**src/rtl/load_store_unit_pkg.sv**
```systemverilog
// Shared types, funct3 encodings and request decode helpers for the load/store unit.
package lsu_pkg;

  typedef enum logic [1:0] {
    IDLE = 2'd0,
    BUS  = 2'd1,
    DONE = 2'd2
  } lsu_state_t;

  localparam logic [2:0] F3_LB  = 3'b000;
  localparam logic [2:0] F3_LH  = 3'b001;
  localparam logic [2:0] F3_LW  = 3'b010;
  localparam logic [2:0] F3_LBU = 3'b100;
  localparam logic [2:0] F3_LHU = 3'b101;

  // Unsigned forms have no store counterpart, so a store with funct3[2] set is illegal.
  function automatic logic req_illegal(input logic [2:0] f3, input logic we);
    return (f3 == 3'b011) || (f3 == 3'b110) || (f3 == 3'b111) || (we && f3[2]);
  endfunction

  function automatic logic req_misaligned(input logic [1:0] sz, input logic [1:0] ofs);
    logic bad;
    bad = 1'b0;
    case (sz)
      2'b01:   bad = ofs[0];
      2'b10:   bad = (ofs != 2'b00);
      default: bad = 1'b0;
    endcase
    return bad;
  endfunction

  function automatic logic [3:0] byte_en(input logic [1:0] sz, input logic [1:0] ofs);
    logic [3:0] be;
    be = 4'b1111;
    case (sz)
      2'b00:   be = 4'b0001 << ofs;
      2'b01:   be = 4'b0011 << {ofs[1], 1'b0};
      default: be = 4'b1111;
    endcase
    return be;
  endfunction

  function automatic logic [31:0] lane_data(input logic [1:0] sz, input logic [31:0] wd);
    logic [31:0] d;
    d = wd;
    case (sz)
      2'b00:   d = {4{wd[7:0]}};
      2'b01:   d = {2{wd[15:0]}};
      default: d = wd;
    endcase
    return d;
  endfunction

endpackage

```
**src/rtl/load_store_unit_if.sv**
```systemverilog
// Data-memory bus between the load/store unit (master) and the memory subsystem (slave).
interface load_store_unit_if;

  logic        busReq;
  logic        busWe;
  logic [31:0] busAddr;
  logic [31:0] busWdata;
  logic [3:0]  busBe;
  logic        busAck;
  logic [31:0] busRdata;

  modport master (
    output busReq, busWe, busAddr, busWdata, busBe,
    input  busAck, busRdata
  );

  modport slave (
    input  busReq, busWe, busAddr, busWdata, busBe,
    output busAck, busRdata
  );

endinterface

```
**src/rtl/load_store_unit_load_extend.sv**
```systemverilog
// Load lane select and sign/zero extension of a bus read word.
module load_extend
  import lsu_pkg::*;
(
  input  logic [31:0] word,
  input  logic [1:0]  offset,
  input  logic [2:0]  funct3,
  output logic [31:0] data
);

  logic [7:0]  byte_l;
  logic [15:0] half_l;

  always_comb begin
    byte_l = word[{offset, 3'b000} +: 8];
    half_l = offset[1] ? word[31:16] : word[15:0];
    data   = word;
    case (funct3)
      F3_LB:   data = {{24{byte_l[7]}}, byte_l};
      F3_LBU:  data = {24'b0, byte_l};
      F3_LH:   data = {{16{half_l[15]}}, half_l};
      F3_LHU:  data = {16'b0, half_l};
      default: data = word;
    endcase
  end

endmodule

```
**src/rtl/load_store_unit.sv**
```systemverilog
// Load/store unit: turns one core memory request into one multi-cycle bus
// transaction, stalling the core until it completes or times out.
//
//   state | meaning
//   IDLE  | waiting for a core request; bad requests are rejected here
//   BUS   | transaction outstanding, bus outputs frozen, timeout running
//   DONE  | one unstalled cycle so the core commits; request not relaunched
module load_store_unit
  import lsu_pkg::*;
#(
  parameter int TIMEOUT_CYCLES = 255,
  parameter int CNT_W          = 8
) (
  input  logic        clk,
  input  logic        rstN,
  input  logic        memReq,
  input  logic        memWrite,
  input  logic [2:0]  funct3,
  input  logic [31:0] addr,
  input  logic [31:0] writeData,
  output logic        stall,
  output logic [31:0] readData,
  output logic        misaligned,
  output logic        busErr,
  load_store_unit_if.master bus
);

  lsu_state_t       state;
  logic [CNT_W-1:0] cnt;
  logic [2:0]       f3_q;
  logic [1:0]       ofs_q;
  logic             req_bad;
  logic             launch;
  logic             timeout;
  logic [31:0]      ext_data;

  assign req_bad    = req_illegal(funct3, memWrite) || req_misaligned(funct3[1:0], addr[1:0]);
  assign launch     = (state == IDLE) && memReq && !req_bad;
  assign misaligned = (state == IDLE) && memReq && req_bad;
  assign stall      = launch || (state == BUS);

  // Down-counter is loaded with the budget on BUS entry; reaching zero with no ack aborts.
  assign timeout = (state == BUS) && !bus.busAck && (cnt == '0);
  assign busErr  = timeout;

  load_extend u_load_extend (
    .word   (bus.busRdata),
    .offset (ofs_q),
    .funct3 (f3_q),
    .data   (ext_data)
  );

  always_ff @(posedge clk or negedge rstN) begin
    if (!rstN) begin
      state        <= IDLE;
      cnt          <= '0;
      f3_q         <= '0;
      ofs_q        <= '0;
      readData     <= '0;
      bus.busReq   <= 1'b0;
      bus.busWe    <= 1'b0;
      bus.busAddr  <= '0;
      bus.busWdata <= '0;
      bus.busBe    <= '0;
    end else begin
      case (state)
        IDLE: begin
          if (launch) begin
            bus.busAddr  <= {addr[31:2], 2'b00};
            bus.busWe    <= memWrite;
            bus.busBe    <= byte_en(funct3[1:0], addr[1:0]);
            bus.busWdata <= lane_data(funct3[1:0], writeData);
            bus.busReq   <= 1'b1;
            f3_q         <= funct3;
            ofs_q        <= addr[1:0];
            cnt          <= CNT_W'(TIMEOUT_CYCLES);
            state        <= BUS;
          end
        end
        BUS: begin
          if (bus.busAck) begin
            if (!bus.busWe) readData <= ext_data;
            bus.busReq <= 1'b0;
            state      <= DONE;
          end else if (cnt == '0) begin
            readData   <= '0;
            bus.busReq <= 1'b0;
            state      <= DONE;
          end else begin
            cnt <= cnt - 1'b1;
          end
        end
        DONE:    state <= IDLE;
        default: state <= IDLE;
      endcase
    end
  end

endmodule

```
**src/flat_wrapper.sv**
```systemverilog
// flat-port wrapper written by rule: the top's interface ports become plain ports
module load_store_unit_flat import lsu_pkg::*;
#(
  parameter int TIMEOUT_CYCLES = 255,
  parameter int CNT_W          = 8
)
  (clk, rstN, memReq, memWrite, funct3, addr, writeData, stall, readData, misaligned, busErr, bus_busReq, bus_busWe, bus_busAddr, bus_busWdata, bus_busBe, bus_busAck, bus_busRdata);
  load_store_unit_if bus_i ();
  input  logic clk;
  input  logic rstN;
  input  logic memReq;
  input  logic memWrite;
  input  logic [2:0] funct3;
  input  logic [31:0] addr;
  input  logic [31:0] writeData;
  output logic stall;
  output logic [31:0] readData;
  output logic misaligned;
  output logic busErr;
  output wire logic [$bits(bus_i.busReq)-1:0] bus_busReq;
  output wire logic [$bits(bus_i.busWe)-1:0] bus_busWe;
  output wire logic [$bits(bus_i.busAddr)-1:0] bus_busAddr;
  output wire logic [$bits(bus_i.busWdata)-1:0] bus_busWdata;
  output wire logic [$bits(bus_i.busBe)-1:0] bus_busBe;
  input wire logic [$bits(bus_i.busAck)-1:0] bus_busAck;
  input wire logic [$bits(bus_i.busRdata)-1:0] bus_busRdata;
  assign bus_busReq = bus_i.busReq;
  assign bus_busWe = bus_i.busWe;
  assign bus_busAddr = bus_i.busAddr;
  assign bus_busWdata = bus_i.busWdata;
  assign bus_busBe = bus_i.busBe;
  assign bus_i.busAck = bus_busAck;
  assign bus_i.busRdata = bus_busRdata;
  load_store_unit #(.TIMEOUT_CYCLES(TIMEOUT_CYCLES), .CNT_W(CNT_W)) u_core (.clk(clk), .rstN(rstN), .memReq(memReq), .memWrite(memWrite), .funct3(funct3), .addr(addr), .writeData(writeData), .stall(stall), .readData(readData), .misaligned(misaligned), .busErr(busErr), .bus(bus_i));
endmodule
```
**config.mk**
```make
export PLATFORM = sky130hd
export DESIGN_NAME = load_store_unit_flat
export DESIGN_NICKNAME = d
export VERILOG_FILES = /design/src/rtl/load_store_unit_pkg.sv /design/src/rtl/load_store_unit_if.sv /design/src/rtl/load_store_unit_load_extend.sv /design/src/rtl/load_store_unit.sv /design/src/flat_wrapper.sv
export SDC_FILE = /design/constraint.sdc
export NUM_CORES = 1
export LEC_CHECK = 0
export ABC_AREA = 1
export BUFFER_PORTS_ARGS = -buffer_cell sky130_fd_sc_hd__buf_2
export CAP_MARGIN = 20
export CORE_UTILIZATION = 45
export DETAILED_ROUTE_END_ITERATION = 7
export GPL_ROUTABILITY_DRIVEN = 1
export MAX_ROUTING_LAYER = met4
export PLACE_DENSITY = 0.76
export SLEW_MARGIN = 30
export SYNTH_ARGS = -nofsm -noshare
export SYNTH_HDL_FRONTEND = slang
export SYNTH_SLANG_ARGS = --single-unit
```
**constraint.sdc**
```tcl
create_clock -name clk -period 1.3 [get_ports clk]
set_input_delay 0.13 -clock clk [delete_from_list [all_inputs] [get_ports clk]]
set_output_delay 0.13 -clock clk [all_outputs]
set_load 0.01 [all_outputs]
```
==> results.md, run 1 <==
* Status: finished, violations left
* Violated checks: design-rule violations, negative setup slack
* Met3 Resource Use GR at 0.0894
* Fin crit share at 1.35
* Met2 Use GR at 0.609
* Worst-path clk slew at 0.06 ns
* Share of layout cells above drive strength 1 at 0.477
* Register-to-Register Path Depth at 12
* Die Width at 116 um
* Clock Sinks at roughly 120
* Ranking of synthesized cells by area: dfrtp_1, nand2_1, nand3_1, o21ai_0, a21oi_1
* Top-count cell post-synth: nand2_1
* Final worst slack at -0.450 ns
* GR met1 Demand/Resource at 0.396
* Die height at around 120 um
* First-pass GRT wire length at 36000 um
* Yosys reg bits at approximately 120
* Worst Hold Depth at 3
* WP data required at 1.59 ns
* Max cap viols at 0
* # IOs at 209
* Fillers at 727
* TritonRoute pass-1 iters at 8
* Post-route minimum period at 1.75 ns
* Synth cell count leaders: nand2_1, dfrtp_1, nand3_1
* Total CTS buffers at 17
* VDD IR-drop max at roughly 1.4 mV
* GRT Total Usage at 0.373
* Crit path DAT at 2.04 ns
* Leakage at 0.00533 uW
* Unrepaired setup endpoints after global routing: true
* Initial Utilization at 0.461
* Hpwl dp at roughly 12000 um
* Post-Route WL at 27000 um
* Seq. cell area at 2880 um2
* Yosys top cell by area: dfrtp_1
* Drt initial violations at 943
* Area Overhead vs Synth at 68.7%
* R2R Setup Slk at -0.45 ns
* CTS root buffer: clkbuf_16
* Via count at 7367
* Post-synth EDFFs at 0
* Pins Over Slew Limit at 0
* Setup CP Type: reg2reg
* CP startpoint kind: flop
* F_max at 571 MHz
* Vias per cell at around 5.9
* Share of the synthesized area in the top cell type at 0.496
* Syn Std Cell Area at slightly below 6000 um2
* Overflow after GRT at 0
* Library cells used by synthesis at 32
* DR DRC count at 1
* Register area share after synthesis at 0.496
* Post-route ant nets at 0
* Most used routing layer in global routing: met2
* PD cells at 2170 nW/um2
* Clk buf depth at 2
* Async SR Flop Fraction at 1.00
* Syn_area_per_cell at between 7 and 8 um2
* Port Buf Inserts at 206
* Clk_lat worst skew at 0.42 ns
* Synth Flop Type: dfrtp_1
* Largest net degree at the start of global routing at 39
* Final setup vio count at between 100 and 150
* H-tree Lvls at 4
* Num rows at 41
* Multi-input logic area at 3190 um2
* Worst hold path class: in2reg
* Worst setup EP type: flop
* Final Skew at 0.0118 ns
* Vias in the first global route at around 7k
* Worst hold slack at about 0.018 ns
* Die area at approximately 13000 um2
* Ys Warns at 0
* Initial antenna violation count at 1
* Post-Synthesis Cells at 748
* Final hold viol count at 0
* CTS tree: yes
* GPL Wtd Cong at 0.929
* Nets@finish at about 1.2k
* Crit path max fanout at 8
* Overall power at 21300 uW
* Avg WL per Cell at about 22 um
* Core area at 12600 um2
==> critical path, cell delays in order (launching register included) <==
cell	delay, ns
dfrtp_1	0.40
inv_2	0.10
ha_4	0.15
nand2_2	0.05
nor2_2	0.06
nand2_1	0.06
buf_4	0.14
nand2_4	0.08
nand3_4	0.15
buf_12	0.18
buf_16	0.13
nand2_2	0.05
nand2_1	0.06
==> kinds of logic after synthesis <==
group / synth area share
AOI/OAI and AO/OA: 0.119
adders and majority gates: 0.0129
buffers and inverters: 0.0857
DFF: 0.496
muxes: 0.00173
other: 0.000647
and+or+nand+nor: 0.284
==> flip-flops by register name, indices dropped and copies added, names as in the netlist <==
signal,count
u_core.bus.busWdata,32
u_core.bus.busWe,1
u_core.bus.busReq,1
u_core.state,2
u_core.f3_q,3
u_core.ofs_q,2
u_core.bus.busBe,4
u_core.cnt,8
u_core.bus.busAddr,30
u_core.readData,32
==> layout by cell type, fill, tap and decap left out, types with 10 or more instances in the layout <==
cell           count
buf_16            15
nand2_4           51
o21ai_1           12
buf_12            16
clkbuf_16         18
buf_2            203
nand2_2           72
nand3_1           53
o21ai_2           29
inv_1             38
o211ai_1          12
buf_4             55
inv_2             11
buf_6             10
o21ai_0           27
dlygate4sd3_1     37
a21oi_1           42
nor2_1            34
dfrtp_1          115
nand2_1          173
==> stage by stage <==
| stage | std cells | area [um2] | TNS (ns) | utilization | setup WS [ns] |
|---|---|---|---|---|---|
| floorplan | 749 | 5850 | -1.77 | - | -0.0617 |
| CTS | 1250 | 9340 | -41.19 | 0.743 | -0.431 |
| global route | 1253 | 9780 | -49.00 | 0.778 | -0.548 |
| detailed placement | 1144 | 7320 | -25.05 | 0.582 | -0.279 |
| finish | 1253 | 9780 | -43.85 | 0.778 | -0.450 |
| global placement | 1144 | 7320 | -20.32 | 0.582 | -0.217 |
==> metal layers <==
layer,routed length (um),vias up
li1,-,3051
met1,9070,3394
met2,12500,664
met3,2880,258
met4,2530,0
met5,0,-
==> worst paths after layout <==
path                                                       end                            from
max in group asynchronous   u_core.bus.busAddr[19]$_DFFE_PN0P_                            rstN
hold / removal             u_core.bus.busWdata[31]$_DFFE_PN0P_                   writeData[31]
setup reg to reg               u_core.readData[16]$_DFFE_PN0P_       u_core.cnt[1]$_DFFE_PN0P_
hold reg to reg                 u_core.readData[3]$_DFFE_PN0P_  u_core.readData[3]$_DFFE_PN0P_
min in group asynchronous  u_core.bus.busWdata[20]$_DFFE_PN0P_                            rstN
setup / recovery               u_core.readData[16]$_DFFE_PN0P_       u_core.cnt[1]$_DFFE_PN0P_
==> area by class of cell <==
type,count,area share
Multi-Input combinational cell,539,0.327
Sequential cell,115,0.294
Timing Repair Buffer,341,0.279
Clock buffer,25,0.0486
Inverter,53,0.0230
Tap cell,172,0.0220
Timing Repair inverter,2,0.00333
Clock inverter,5,0.00307
Antenna cell,1,0.000256
==> power by group <==
group	total (uW)	switching [uW]	internal, uW
clock network	4170	1670	2500
logic	10400	5930	4510
registers	6650	1460	5190
total	21300	9050	12200
==> repair_timing <==
item / 4_1_cts / 5_1_grt
hold buffers: 37 / 0
cloned: 18 / 1
setup endpoints to repair: 117 / 118
resized for setup: 165 / 128
endpoints found under the hold margin: 151 / 0
pin swaps: 21 / 29
setup buffers: 21 / 7
No activity file was read; power rests on OpenSTA's default activity.
==> run 2, diff against run 1 <==
--- a/config.mk
+++ b/config.mk
@@ -8,11 +8,13 @@
 export ABC_AREA = 1
 export BUFFER_PORTS_ARGS = -buffer_cell sky130_fd_sc_hd__buf_2
 export CAP_MARGIN = 20
-export CORE_UTILIZATION = 45
+export CELL_PAD_IN_SITES_DETAIL_PLACEMENT = 1
+export CELL_PAD_IN_SITES_GLOBAL_PLACEMENT = 2
+export CORE_UTILIZATION = 25
 export DETAILED_ROUTE_END_ITERATION = 7
 export GPL_ROUTABILITY_DRIVEN = 1
 export MAX_ROUTING_LAYER = met4
-export PLACE_DENSITY = 0.76
+export PLACE_DENSITY_LB_ADDON = 0.1
 export SLEW_MARGIN = 30
 export SYNTH_ARGS = -nofsm -noshare
 export SYNTH_HDL_FRONTEND = slang
==> run 2 against run 1 <==
The flow finishes with violations (negative setup slack). First-iteration DRC count is 85% lower. Cell count up 11%. Non-clock buffer count increased by 22. Critical path depth unchanged. Global-route usage fell by 15 points. Sequential share of layout area down 2.4 points. Sequential cell count unchanged. Worst hold slack gained 0.0040 ns. Critical path type unchanged. Critical endpoint is now u_core.readData[26]$_DFFE_PN0P_. Largest cell class unchanged. Largest power group unchanged.
==> results.md, run 2 (synthesis results as in run 1) <==
* Nets@finish at 1202 (was 1179)
* Commonest cells after routing, fill and taps aside: buf_2, nand2_1, dfrtp_1 (unchanged)
* Final Util at 0.468 (was 0.778)
* Initial Utilization at 0.255 (was 0.461)
* Drt initial violations at 145 (was 943)
* F_max at 575 MHz (was 571 MHz)
* Worst-path clk slew at 0.06 ns (about the same)
* Place WS at -0.341 ns (was -0.279 ns)
* Die height at 154 um (was 116 um)
* Largest net degree at the start of global routing at 29 (was 39)
* Core area at 22700 um2 (was 12600 um2)
* Port Buf Inserts at 206 (unchanged)
* WP buf/inv at 4 (unchanged)
* WP data required at 1.60 ns (was 1.59 ns)
* Overflow after GRT at 0 (unchanged)
* GRT Total Usage at 0.219 (was 0.373)
* Fin crit share at 1.34 (was 1.35)
* Setup CP Type: reg2reg (unchanged)
* Unrepaired setup endpoints after global routing: true (unchanged)
* Status: finished, violations left (unchanged)
* Placed Cells at 1264 (was 1144)
* Post-route ant nets at 0 (unchanged)
* Leakage at 0.00548 uW (was 0.00533 uW)
* CP max-delay cell: dfrtp_1 (unchanged)
* First-pass GRT wire length at 38700 um (was 36000 um)
* Pins Over Slew Limit at 0 (unchanged)
* Final setup vio count at 118 (unchanged)
* DR DRC count at 0 (was 1)
* Die Width at 154 um (was 116 um)
* Setup tns final at -33.10 ns (was -43.85 ns)
* Max cap viols at 0 (unchanged)
* Crit path DAT at 2.04 ns (about the same)
* Clk_lat worst skew at 0.42 ns (about the same)
* GPL Wtd Cong at 0.813 (was 0.929)
* Top Registers: u_core.bus.busWdata x32, u_core.readData x32, u_core.bus.busAddr x30 (unchanged)
* Die area at 23800 um2 (was 13300 um2)
* CP cell instances: inv_2 > ha_4 > nand2_2 > nor2_2 > nand2_2 > buf_6 > nand2_4 > nand3_4 > buf_12 > buf_16 > nand2_2 > nand2_1 (was inv_2 > ha_4 > nand2_2 > nor2_2 > nand2_1 > buf_4 > nand2_4 > nand3_4 > buf_12 > buf_16 > nand2_2 > nand2_1)
* Crit path max fanout at 8 (unchanged)
* Worst hold slack at 0.0224 ns (was 0.0185 ns)
* Hpwl dp at 15200 um (was 11900 um)
* Most common cell after layout, fill and taps aside: buf_2 (unchanged)
* Final worst slack at -0.439 ns (was -0.450 ns)
* TritonRoute pass-1 iters at 4 (was 8)
* CP startpoint kind: flop (unchanged)
* Clk buf depth at 2 (unchanged)
* Worst hold path class: in2reg (unchanged)
* Layout Cells excl Fill at 1395 (was 1253)
* Total CTS buffers at 17 (unchanged)
* Final Skew at 0.0120 ns (was 0.0118 ns)
* Vias per cell at 4.61 (was 5.88)
* Post-route minimum period at 1.74 ns (was 1.75 ns)
* H-tree Lvls at 4 (unchanged)
* CP top delay family: buffers and inverters (unchanged)
* Share of layout cells above drive strength 1 at 0.520 (was 0.477)
* Initial antenna violation count at 5 (was 1)
* Area Overhead vs Synth at 83.3% (was 68.7%)
* Vias in the first global route at 6990 (was 7173)
* Num rows at 55 (was 41)
* Final hold viol count at 0 (unchanged)
* Via count at 6435 (was 7367)
* Clock Sinks at 115 (unchanged)
* Fillers at 2636 (was 727)
* Violated checks: negative setup slack (was design-rule violations, negative setup slack)
* CTS tree: yes (unchanged)
* PD cells at 2110 nW/um2 (was 2170 nW/um2)
* CTS root buffer: clkbuf_16 (unchanged)
* VDD IR-drop max at 0.908 mV (was 1.42 mV)
* # IOs at 209 (unchanged)
* CP most frequent cell: nand2_2
* Avg WL per Cell at 17.9 um (was 21.5 um)
* Worst setup EP type: flop (unchanged)
* CP max stage delay at 0.39 ns (was 0.40 ns)
* Post-Route WL at 24900 um (was 27000 um)
==> run 2: changes by cell type in the layout (fill, tap and decap cells not counted), sizes merged <==
| cell | before | now |
|---|---|---|
| buf | 303 | 316 |
| clkinv | 9 | 11 |
| diode | 1 | 5 |
| dlygate4sd3 | 37 | 46 |
| bufinv | 0 | 3 |
| clkbuf | 26 | 20 |
| inv | 49 | 53 |
==> run 2: tightest hold or removal path: cells and delay by family <==
kind                   cells  cell delay (ns)
AOI/OAI and AO/OA          2             0.19
buffers and inverters      1             0.09
==> run 2: repair_timing <==
item,CTS,global route
cloned,27,1
pin swaps,29,32
hold endpoints to repair,83,0
hold buffers,46,0
setup endpoints to repair,117,118
setup buffers,18,8
gates resized for setup,181,180
==> run 2: metrics by stage <==
step	area, um2	power (uW)
CTS	10000	21200
global placement	7530	13700
detailed placement	7530	14000
global route	10600	23900
finish	10600	22400
floorplan	5850	10400
==> run 2: final timing paths <==
| path | startpoint | endpoint | slack (ns) | cells after the start |
|---|---|---|---|---|
| worst min-delay path | writeData[12] | u_core.bus.busWdata[12]$_DFFE_PN0P_ | 0.02 | 3 |
| min in group asynchronous | rstN | u_core.readData[8]$_DFFE_PN0P_ | 0.21 | 2 |
| worst max register to register | u_core.cnt[1]$_DFFE_PN0P_ | u_core.readData[26]$_DFFE_PN0P_ | -0.44 | 12 |
| worst max-delay path | u_core.cnt[1]$_DFFE_PN0P_ | u_core.readData[26]$_DFFE_PN0P_ | -0.44 | 12 |
| worst min register to register | u_core.bus.busWdata[27]$_DFFE_PN0P_ | u_core.bus.busWdata[27]$_DFFE_PN0P_ | 0.48 | 2 |
| max in group asynchronous | rstN | u_core.ofs_q[1]$_DFFE_PN0P_ | 0.55 | 3 |
==> run 2: area by class of cell <==
class / instances / area [um2] / area share
multi-input cells: 539 / 3410 / 0.320
well taps: 285 / 357 / 0.0335
inverters: 53 / 229 / 0.0215
clock inverters: 13 / 175 / 0.0165
repair buffers: 363 / 3090 / 0.291
flip-flops and latches: 115 / 2880 / 0.271
clock buffers: 19 / 443 / 0.0417
repair inverters: 3 / 43.8 / 0.00412
diodes: 5 / 12.5 / 0.00118
==> run 2: report_power, final <==
part / leakage [uW] / total (uW) / internal, uW / switching (uW)
clock network: 0.000294 / 4940 / 3100 / 1850
logic: 0.00374 / 10700 / 5040 / 5700
registers: 0.00145 / 6720 / 5190 / 1530
total: 0.00548 / 22400 / 13300 / 9080
==> run 2: metal layers <==
layer | track usage | wire length, um
met5 | - | 0
met4 | 0.0594 | 284
met3 | 0.0555 | 1170
met2 | 0.379 | 13000
met1 | 0.250 | 10400
==> run 3, diff against run 2 <==
--- a/config.mk
+++ b/config.mk
@@ -10,7 +10,7 @@
 export CAP_MARGIN = 20
 export CELL_PAD_IN_SITES_DETAIL_PLACEMENT = 1
 export CELL_PAD_IN_SITES_GLOBAL_PLACEMENT = 2
-export CORE_UTILIZATION = 25
+export CORE_UTILIZATION = 27
 export DETAILED_ROUTE_END_ITERATION = 7
 export GPL_ROUTABILITY_DRIVEN = 1
 export MAX_ROUTING_LAYER = met4
==> constraint.sdc (replaced) <==
create_clock -name clk -period 1.8 [get_ports clk]
set_input_delay 0.36 -clock clk [delete_from_list [all_inputs] [get_ports clk]]
set_output_delay 0.36 -clock clk [all_outputs]
set_load 0.01 [all_outputs]
==> run 3 against run 2 <==
The flow still finishes with violations (negative setup slack). Sequential share of layout area rose by 8.3 points. Die area fell by 7.3%. Via count fell by 10%. Clock skew fell by 0.0024 ns. Global-route usage fell by 3.0 points. Combinational power fell by 49%.
==> results.md, run 3 (synthesis results as in run 1) <==
* Worst-path clk slew at 0.06 ns (about the same)
* Clock power share at 0.252 (was 0.221)
* Drt initial violations at 210 (was 145)
* Final Skew at 0.00962 ns (was 0.0120 ns)
* Die Width at 149 um (was 154 um)
* Hpwl dp at 14500 um (was 15200 um)
* CTS root buffer: clkbuf_16 (unchanged)
* Initial antenna violation count at 1 (was 5)
* DR DRC count at 0 (unchanged)
* R2R Setup Slk at -0.04 ns (was -0.44 ns)
* Overflow after GRT at 0 (unchanged)
* CP startpoint kind: flop (unchanged)
* Placed Cells at 1221 (was 1264)
* Vias in the first global route at 5992 (was 6990)
* Most common cell after layout, fill and taps aside: nand2_1 (was buf_2)
* Num rows at 53 (was 55)
* Share of layout cells above drive strength 1 at 0.336 (was 0.520)
* Clk buf depth at 2 (unchanged)
* Max cap viols at 0 (unchanged)
* Total CTS buffers at 17 (unchanged)
* Clk_lat worst skew at 0.42 ns (about the same)
* Overall power at 13400 uW (was 22400 uW)
* GPL Wtd Cong at 0.834 (was 0.813)
* F_max at 526 MHz
* First-pass GRT wire length at 31100 um (was 38700 um)
* Final Util at 0.387 (was 0.468)
* Via count at 5787 (was 6435)
* Final setup vio count at 26 (was 118)
* Combinational share of power at 0.411 (was 0.480)
* Setup tns final at -0.716 ns (was -33.10 ns)
* Post-route minimum period at 1.90 ns
* Violated checks: negative setup slack (unchanged)
* Post-Route WL at 20000 um (was 24900 um)
* P_sw at 5330 uW (was 9080 uW)
* Worst hold path class: in2reg (unchanged)
* Port Buf Inserts at 206 (unchanged)
* WP data required at 1.44 ns (was 1.60 ns)
* Crit path DAT at 1.54 ns (was 2.04 ns)
* Die height at 149 um (was 154 um)
* VDD IR-drop max at 0.662 mV (was 0.908 mV)
* Layout Cells excl Fill at 1270 (was 1395)
* CTS tree: yes (unchanged)
* Nets@finish at 1091 (was 1202)
* Pins Over Slew Limit at 0 (unchanged)
* GRT Total Usage at 0.188 (was 0.219)
* Final worst slack at -0.100 ns (was -0.439 ns)
* Initial Utilization at 0.276 (was 0.255)
* Post-route ant nets at 0 (unchanged)
* PD cells at 1650 nW/um2 (was 2110 nW/um2)
* Setup CP Type: reg2out (was reg2reg)
* Top Registers: u_core.bus.busWdata x32, u_core.readData x32, u_core.bus.busAddr x30 (unchanged)
* Fin crit share at 1.06
* Clock Sinks at 115 (unchanged)
* Vias per cell at 4.56 (was 4.61)
* Largest net degree at the start of global routing at 64 (was 29)
* H-tree Lvls at 4 (unchanged)
* Die area at 22100 um2 (was 23800 um2)
* Crit path max fanout at 2 (was 8)
* Seq pwr share at 0.337 (was 0.300)
* Unrepaired setup endpoints after global routing: true (unchanged)
* Final hold viol count at 0 (unchanged)
* Core area at 21000 um2 (was 22700 um2)
* Status: finished, violations left (unchanged)
* Avg WL per Cell at 15.7 um (was 17.9 um)
* Place WS at -0.102 ns (was -0.341 ns)
* Area Overhead vs Synth at 40.3% (was 83.3%)
* Commonest cells after routing, fill and taps aside: nand2_1, buf_2, dfrtp_1 (was buf_2, nand2_1, dfrtp_1)
* Sw frac at 0.398 (was 0.405)
* # IOs at 209 (unchanged)
* TritonRoute pass-1 iters at 4 (unchanged)
* Worst setup EP type: output port (was flop)
* Int Power at 8060 uW (was 13300 uW)
* Leakage at 0.00444 uW (was 0.00548 uW)
run 3: changes by cell type in the layout (fill, tap and decap cells not counted), sizes merged, moves of 2 or more:
cell	previous run	this run
inv	53	55
clkinv	11	6
clkinvlp	2	4
buf	316	251
dlygate4sd3	46	1
diode	5	1
run 3: area by class of cell:
class / instances / area, um2
clock buffers: 18 / 429
inverters: 53 / 205
diodes: 1 / 2.50
repair buffers: 255 / 1580
multi-input cells: 539 / 2540
clock inverters: 14 / 153
flip-flops and latches: 115 / 2880
well taps: 275 / 344
fillers: 2599 / 12900
run 3: final timing paths:
kind	from	end	cells past startpoint
worst max-delay path	u_core.cnt[1]$_DFFE_PN0P_	busErr	7
worst max register to register	u_core.cnt[1]$_DFFE_PN0P_	u_core.readData[20]$_DFFE_PN0P_	13
worst min register to register	u_core.readData[18]$_DFFE_PN0P_	u_core.readData[18]$_DFFE_PN0P_	2
max in group asynchronous	rstN	u_core.cnt[2]$_DFFE_PN0P_	3
worst min-delay path	addr[22]	u_core.bus.busAddr[22]$_DFFE_PN0P_	3
min in group asynchronous	rstN	u_core.readData[9]$_DFFE_PN0P_	3
run 3: stage by stage:
step	cell area [um2]	hold WS, ns
2_1_floorplan	5800	0.0644
3_3_place_gp	7220	0.395
3_5_place_dp	7220	0.395
4_1_cts	7840	0.120
5_1_grt	8130	0.120
6_report	8130	0.136
run 3: timing repair:
action / CTS / global route
endpoints found under the hold margin: 115 / 0
cloned: 0 / 3
endpoints found under the setup margin: 3 / 8
buffers inserted: 3 / 9
resized for setup: 4 / 41
pin swaps: 1 / 3
hold buffers: 1 / 0
run 3: metal layers:
layer / track usage / vias up / share of wire
met1: 0.228 / 2754 / 0.45
met4: 0.0613 / 0 / 0.013
li1: - / 2865 / -
met3: 0.0497 / 18 / 0.055
met2: 0.304 / 150 / 0.49
met5: - / - / 0
run 3: critical path, cell delays in order, from the launching register on:
cell and delay [ns]:
dfrtp_1 0.40, inv_2 0.09, ha_4 0.13, nand2_2 0.05, nor2_1 0.08, nand2_1 0.09
nor3_2 0.13, buf_2 0.16
run 3: power groups by stage:
stage	registers [uW]	logic, uW	clock network [uW]
floorplan	4880	2600	0
global placement	4460	4980	0
detailed placement	4510	5130	0
CTS	4500	5190	3470
global route	4690	6190	3600
finish	4510	5510	3370
